--- src/rtl/alu_arb.sv ---
// Two-requester front end for a single shared combinational ALU: arbitrates, registers
// the winning operands for one execute cycle, then holds the result until it is taken.
`ifndef ALU_NOP
`define ALU_NOP 4'hF
`endif

module alu_arb #(
  parameter bit PRIO_FIXED = 1'b0
) (
  input  logic        clk,
  input  logic        rstn,
  input  logic        req0_valid,
  output logic        req0_ready,
  input  logic [31:0] req0_a,
  input  logic [31:0] req0_b,
  input  logic [3:0]  req0_op,
  input  logic [4:0]  req0_shamt,
  input  logic        req1_valid,
  output logic        req1_ready,
  input  logic [31:0] req1_a,
  input  logic [31:0] req1_b,
  input  logic [3:0]  req1_op,
  input  logic [4:0]  req1_shamt,
  output logic [31:0] alu_a,
  output logic [31:0] alu_b,
  output logic [3:0]  alu_op,
  output logic [4:0]  alu_shamt,
  input  logic [31:0] alu_c,
  input  logic        alu_zero,
  output logic        rsp_valid,
  input  logic        rsp_ready,
  output logic [31:0] rsp_c,
  output logic        rsp_zero,
  output logic        rsp_id,
  output logic        busy
);

  typedef enum logic [1:0] {IDLE, EXEC, HOLD} state_t;

  typedef struct packed {
    logic [31:0] a;
    logic [31:0] b;
    logic [3:0]  op;
    logic [4:0]  shamt;
    logic        id;
  } opr_t;

  state_t state, state_nx;
  opr_t   opr;
  logic   last_grant;
  logic   accept;
  logic   win_id;
  logic   fire;

  // NOTE: every signal assigned in always_comb gets a default first, so no path
  // through the case statement can leave a value unassigned and infer a latch.
  always_comb begin
    state_nx = state;
    accept   = (state == IDLE) || (state == HOLD && rsp_ready);

    // With both requesting, round-robin picks the one not served last.
    if (req0_valid && req1_valid) win_id = PRIO_FIXED ? 1'b0 : ~last_grant;
    else                          win_id = req1_valid;

    fire       = rstn && accept && (req0_valid || req1_valid);
    req0_ready = fire && !win_id;
    req1_ready = fire && win_id;

    case (state)
      IDLE:    if (fire) state_nx = EXEC;
      EXEC:    state_nx = HOLD;
      HOLD:    if (rsp_ready) state_nx = fire ? EXEC : IDLE;
      default: state_nx = IDLE;
    endcase
  end

  assign busy      = rstn && (state != IDLE);
  assign alu_a     = (state == EXEC) ? opr.a     : 32'd0;
  assign alu_b     = (state == EXEC) ? opr.b     : 32'd0;
  assign alu_op    = (state == EXEC) ? opr.op    : `ALU_NOP;
  assign alu_shamt = (state == EXEC) ? opr.shamt : 5'd0;

  // NOTE: registered state uses non-blocking assignments so every flop samples
  // values from before the edge, independent of statement order.
  always_ff @(posedge clk) begin
    if (!rstn) begin
      state      <= IDLE;
      last_grant <= 1'b1;
      opr        <= '0;
      rsp_valid  <= 1'b0;
      rsp_c      <= 32'd0;
      rsp_zero   <= 1'b0;
      rsp_id     <= 1'b0;
    end else begin
      state <= state_nx;
      if (fire) begin
        opr        <= win_id ? {req1_a, req1_b, req1_op, req1_shamt, 1'b1}
                             : {req0_a, req0_b, req0_op, req0_shamt, 1'b0};
        last_grant <= win_id;
      end
      if (state == EXEC) begin
        rsp_c     <= alu_c;
        rsp_zero  <= alu_zero;
        rsp_id    <= opr.id;
        rsp_valid <= 1'b1;
      end else if (state == HOLD && rsp_ready) begin
        rsp_valid <= 1'b0;
      end
    end
  end

endmodule
--- config.mk ---
export PLATFORM = sky130hd
export DESIGN_NAME = alu_arb
export DESIGN_NICKNAME = d
export VERILOG_FILES = /design/src/rtl/alu_arb.sv
export SDC_FILE = /design/constraint.sdc
export NUM_CORES = 1
export LEC_CHECK = 0
export ABC_CLOCK_PERIOD_IN_PS = 1200
export BUFFER_PORTS_ARGS = -buffer_cell sky130_fd_sc_hd__buf_2
export CAP_MARGIN = 20
export CORE_MARGIN = 2
export CORE_UTILIZATION = 41
export DETAILED_ROUTE_END_ITERATION = 8
export PLACE_DENSITY = 0.85
export SYNTH_ARGS = -nofsm -noshare
export SYNTH_HDL_FRONTEND = slang
export SYNTH_SLANG_ARGS = --single-unit
export TNS_END_PERCENT = 20
--- constraint.sdc ---
create_clock -name clk -period 1.2 [get_ports clk]
set_input_delay 0.06 -clock clk [delete_from_list [all_inputs] [get_ports clk]]
set_output_delay 0.06 -clock clk [all_outputs]
set_load 0.01 [all_outputs]
==> flow_metrics.tcl, run 1 <==
set metrics [dict create \
    worst_setup_path_start_kind "register" \
    yosysTopAreaCell "dfxtp_1" \
    grt_pass1_wl_mm 29.0 \
    die_y_um 119 \
    clockBufferDepth 2 \
    cp_data_arrival_time_ns 1.49 \
    dp_hpwl_mm 12.1 \
    cpPeakStageDelay_ns 0.34 \
    ir_drop_mv 0.770 \
    synth_edf_count 0 \
    synth-simple-area-share_pct 11.5 \
    ant_nets 0 \
    netlist_area_um2 5420 \
    post_drt_wl_per_cell_um 17.5 \
    synth_fp_nets 784 \
    fin_total_pwr_uw 9910 \
    finalHoldViolCount 0 \
    numCtsBuffers 9 \
    end_kind "output port" \
    cp_data_required_time_ns 1.14 \
    finalNetCount 1101 \
    netSwitchingPower_uw 2890 \
    drive_gt1_share_pct 51.6 \
    drc 0 \
    pin_count 295 \
    grt.overflow.total 0 \
    p_sw_share_pct 29.1 \
    crit_type "register to output port" \
    ys.flop_type "dfxtp_1" \
    grt.total_usage_pct 25.5 \
    synth_top_family_by_area "compound AO/OA/AOI/OAI gates" \
    synth_seq_area_share_pct 41.3 \
    port-buffer-count 294 \
    die_area_um2 14200 \
    p_int_uw 7020 \
    synth_fa_ha_area_share_pct 0 \
    core-area_um2 13100 \
    grt_pass1_vias 5804 \
    syn-instance-count 600 \
    cts.reportedPaths.clkPinSlew_ns 0.08 \
    hold_slack_ns 0.0295 \
    status "complete, but fails checks" \
    maxSlewViolCount 0 \
    clock_power_share_pct 31.4 \
    fin_util_pct 64.1 \
    setup_slack_ns -0.352 \
    slew_headroom_pct 73.2 \
    insertion_delay_ns 0.35 \
    synth.most_common_cell "dfxtp_1" \
    antenna_found_initial 1 \
    synthTopCellsByArea "dfxtp_1, a221oi_2, o32ai_1, inv_1, nand2_1" \
    pwr-share-comb_pct 27.0 \
    synth_commonest_cells "dfxtp_1, inv_1, nand2_1, o32ai_1, nor2_1" \
    setup_viol 185 \
    worst_pin_slew_ns 0.401 \
    area_delta_synth_final_pct 54.7 \
    cts.sinks 112 \
    placementRows 42 \
    min_path_type "input port to register" \
    yosysWarnings 0 \
    place_congestion 0.804 \
    clock-root-buffer "clkbuf_16" \
    p_leak_uw 0.00365 \
    maxCapViolCount 0 \
    grt_setup_unrepaired "true" \
    drt-pass1-iter-count 5 \
    yosysTopAreaCellShare_pct 41.3 \
    worstPathMaxFanout 23 \
    violations "setup timing" \
    fmax_ghz 0.644 \
    min_period_ns 1.55 \
    post_synth_num_cell_types 26 \
    finalSetupTns_ns -32.57 \
    skew_ns 0.00737 \
    cts_tree "built" \
    synth_xor_area_share_pct 0 \
    die_x_um 119 \
    wirelength_mm 19.2 \
    path_cells "buf_6 > nand2b_4 > clkbuf_16 > nor2_2 > buf_2" \
    grt_max_degree 58 \
    finalCritPeriodShare_pct 129 \
    power_density_nw_per_um2 1180 \
    synthArstFlopShare_pct 0 \
    slowest_stage "dfxtp_2" \
    drtIter0Drc 300 \
    syn_area_per_cell_um2 9.04 \
    synth_compound_area_share_pct 34.5 \
    via_per_inst 5.48 \
    initial_core_util_pct 41.4 \
    htreeDepth 3 \
    vias 6021 \
    p_seq_share_pct 41.7 \
    ys_seq_elements 112 \
    synth.mux.area_fraction_pct 0 \
]
worst max-delay path: cells and delay by family (launching register included):
kind,cells,cell delay (ns)
buf+inv,3,0.49
simple gates,2,0.30
flops,1,0.34
per-layer routing:
layer	vias to the layer above	GRT usage, %	part of all wire (%)
met1	2792	27.7	37
met3	79	6.08	7.7
li1	2803	-	-
met5	-	0	0
met4	0	13.6	4.8
met2	347	45.8	51
kinds of logic (layout without fill, tap and decap cells):
family                 count (synthesis)  in the layout
flip-flops                           112            112
other                                  0              1
AND/OR/NAND/NOR                      157            157
buffers and inverters                144            466
AO/OA/AOI/OAI                        187            187
power by group through the flow:
stage	clock network, uW	logic [uW]	registers [uW]
2_1_floorplan	0	1360	4230
3_3_place_gp	0	2200	4190
3_5_place_dp	0	2240	4210
4_1_cts	3170	2520	4120
5_1_grt	3290	2870	4160
6_report	3110	2670	4130
state kept, by name, indices dropped and copies added (netlist names):
name        cells
rsp_valid       1
rsp_id          1
state           2
rsp_zero        1
opr            74
last_grant      1
rsp_c          32
layout make-up:
class                      count  area, um^2
fill                        1048        4690
timing repair buffer         373        2480
antenna                        1        2.50
multi-input combinational    344        2840
clock inverter                 4        52.6
clock buffer                  12         256
sequential                   112        2250
tap                          176         220
inverter                      77         292
metrics by stage:
stage | std cells | cell area [um^2] | setup WS, ns
after global placement | 1041 | 7200 | -0.0825
after detailed placement | 1041 | 7200 | -0.135
after floorplan | 600 | 5440 | 0.00833
final | 1099 | 8390 | -0.352
after CTS | 1095 | 8210 | -0.343
after global routing | 1098 | 8390 | -0.401
what timing repair did:
action                     in CTS  in global routing
hold buffers                   33                  0
gates cloned                    2                  2
buffers inserted                3                  1
pin swaps                       9                 13
setup endpoints to repair     152                185
hold endpoints to repair       33                  0
resized for setup              49                 23
placed cells by master, fill, tap and decap left out, types with 3 or more instances in the layout:
master / n
nand2_1: 72
buf_6: 7
dfxtp_1: 109
buf_2: 293
clkbuf_16: 11
buf_12: 14
clkinvlp_4: 3
nor2_1: 61
a221oi_1: 8
nor2_2: 10
dlygate4sd3_1: 33
o32ai_2: 29
inv_1: 74
a221oi_2: 65
o32ai_1: 44
buf_4: 20
a21oi_1: 35
worst paths after layout:
path / slack (ns) / end / from / cells after the start
hold / removal: 0.03 / opr[21] / req1_b[11] / 3
hold reg to reg: 0.45 / rsp_zero / rsp_zero / 2
setup / recovery: -0.35 / alu_a[26] / state[1] / 5
setup reg to reg: -0.16 / opr[24] / last_grant / 5
(Power assumes the default switching activity.)
==> run 2: changes to the inputs <==
- ABC_CLOCK_PERIOD_IN_PS: 1200 -> 1760
- CORE_UTILIZATION: 41 -> 45
- PLACE_DENSITY: 0.85 -> 0.89
- SETUP_SLACK_MARGIN: not set -> 0.05
- SLEW_MARGIN: not set -> 20
- clock period: 1.2 -> 1.76 ns (I/O delays scaled with it)
==> flow_metrics.tcl, run 2 (synthesis results as in run 1) <==
set metrics [dict create \
    cts_tree "built" \
    grt.overflow.total 0 \
    maxCapViolCount 0 \
    design_area_um2 7740 \
    place_congestion 0.802 \
    wirelength_mm 18.0 \
    die_x_um 114 \
    finalCritPeriodShare_pct 93.8 \
    multi_input_area_um2 2540 \
    met3WireLength_mm 1.16 \
    clockBufferDepth 2 \
    drtIter0Drc 444 \
    fillers 958 \
    initial_core_util_pct 45.7 \
    numCtsBuffers 9 \
    p_seq_share_pct 43.6 \
    p_leak_uw 0.00343 \
    grt_setup_unrepaired "true" \
    finalSetupTns_ns 0 \
    ant_nets 0 \
    die_y_um 114 \
    min_period_ns 1.65 \
    drive_gt1_share_pct 45.7 \
    dp_hpwl_mm 12.2 \
    antenna_found_initial 1 \
    end_kind "output port" \
    final_cell_mix "buf_2, dfxtp_1, inv_1" \
    placed_cell_area_um2 7120 \
    post_drt_wl_per_cell_um 17.0 \
    min_path_type "input port to register" \
    vias 5886 \
    final_common_cell "buf_2" \
    insertion_delay_ns 0.34 \
    cts.sinks 112 \
    area_delta_synth_final_pct 42.8 \
    pin_count 295 \
    worst_setup_path_start_kind "register" \
    worst_pin_slew_ns 0.509 \
    wl_met2_mm 9.06 \
    highest_layer "met5" \
    maxSlewViolCount 0 \
    core-area_um2 11900 \
    die_area_um2 12900 \
    slew_headroom_pct 66.1 \
    largest_register_ffs 74 \
    htreeDepth 3 \
    drt-pass1-iter-count 5 \
    via_per_inst 5.57 \
    fmax_ghz 0.606 \
    cts.reportedPaths.clkPinSlew_ns 0.08 \
    netSwitchingPower_uw 1900 \
    cp_data_arrival_time_ns 1.56 \
    pwr-share-comb_pct 24.8 \
    cp_data_required_time_ns 1.67 \
    p_int_uw 4570 \
    grt_max_degree 45 \
    grt_pass1_vias 5660 \
    regMostFlops "opr" \
    insertedDiodeCount 0 \
    setup_viol 0 \
    grt_pass1_wl_mm 27.1 \
    crit_type "register to output port" \
    ff_latch_area_um2 2240 \
    power_density_nw_per_um2 836 \
    status "complete, no violations" \
    worstPathMaxFanout 38 \
    drc 0 \
    skew_ns 0.00559 \
    port-buffer-count 294 \
    clock_power_share_pct 31.7 \
    finalHoldViolCount 0 \
    finalNetCount 1089 \
    drt-met1-wl_mm 6.97 \
    p_sw_share_pct 29.4 \
    reg_top3 "opr x74, rsp_c x32, state x2" \
    ir_drop_mv 0.682 \
    fin_util_pct 65.3 \
    placementRows 40 \
    grt.total_usage_pct 26.4 \
    clock-root-buffer "clkbuf_16" \
]
==> run 2: per-stage QoR <==
stage	hold WS, ns	power, uW	instances	setup slack, ns
global placement	0.328	4330	1007	0.284
global route	0.0205	6760	1056	0.0476
detailed placement	0.333	4390	1007	0.223
CTS	0.00122	6470	1056	0.107
floorplan	0.210	3810	600	0.535
finish	0.0101	6470	1056	0.110
==> run 2: what timing repair did <==
item                       CTS  global route
gates cloned                 1             0
hold buffers                31             0
pin swaps                    0             0
setup buffers                2             0
hold endpoints to repair    31             0
setup endpoints to repair   37             1
resized for setup            0             0
==> run 2: path summary, 6_finish.rpt <==
path / startpoint / end / slack [ns] / cells after the start
max: state[0] / alu_op[2] / 0.11 / 5
min: alu_c[25] / rsp_c[25] / 0.01 / 3
max reg2reg: state[1] / opr[41] / 0.18 / 4
min reg2reg: rsp_c[12] / rsp_c[12] / 0.46 / 2
==> run 2: area by class of cell <==
| class | instances | area share (%) |
|---|---|---|
| tap | 147 | 2.37 |
| inverter | 77 | 3.76 |
| multi-input combinational | 345 | 32.8 |
| clock inverter | 6 | 0.905 |
| clock buffer | 9 | 2.91 |
| timing repair buffer | 360 | 28.3 |
| sequential | 112 | 28.9 |
==> run 2: worst max-delay path, cell delays in order, from the launching register on <==
cell and delay [ns]:
dfxtp_1 0.38, buf_4 0.19, nor2b_2 0.21, buf_12 0.22, nand2_1 0.07, buf_2 0.14
==> run 2: metal layers <==
layer	GRT usage, %	vias to the layer above
met5	0	-
met4	13.7	2
met3	5.95	73
met2	48.1	306
met1	28.5	2726
li1	-	2779
==> run 2: power groups by stage <==
stage | Clock [uW] | Sequential [uW] | Combinational (uW)
after floorplan | 0 | 2880 | 925
after global placement | 0 | 2860 | 1470
after detailed placement | 0 | 2870 | 1510
after CTS | 2070 | 2820 | 1590
after global routing | 2190 | 2840 | 1730
final | 2050 | 2820 | 1600
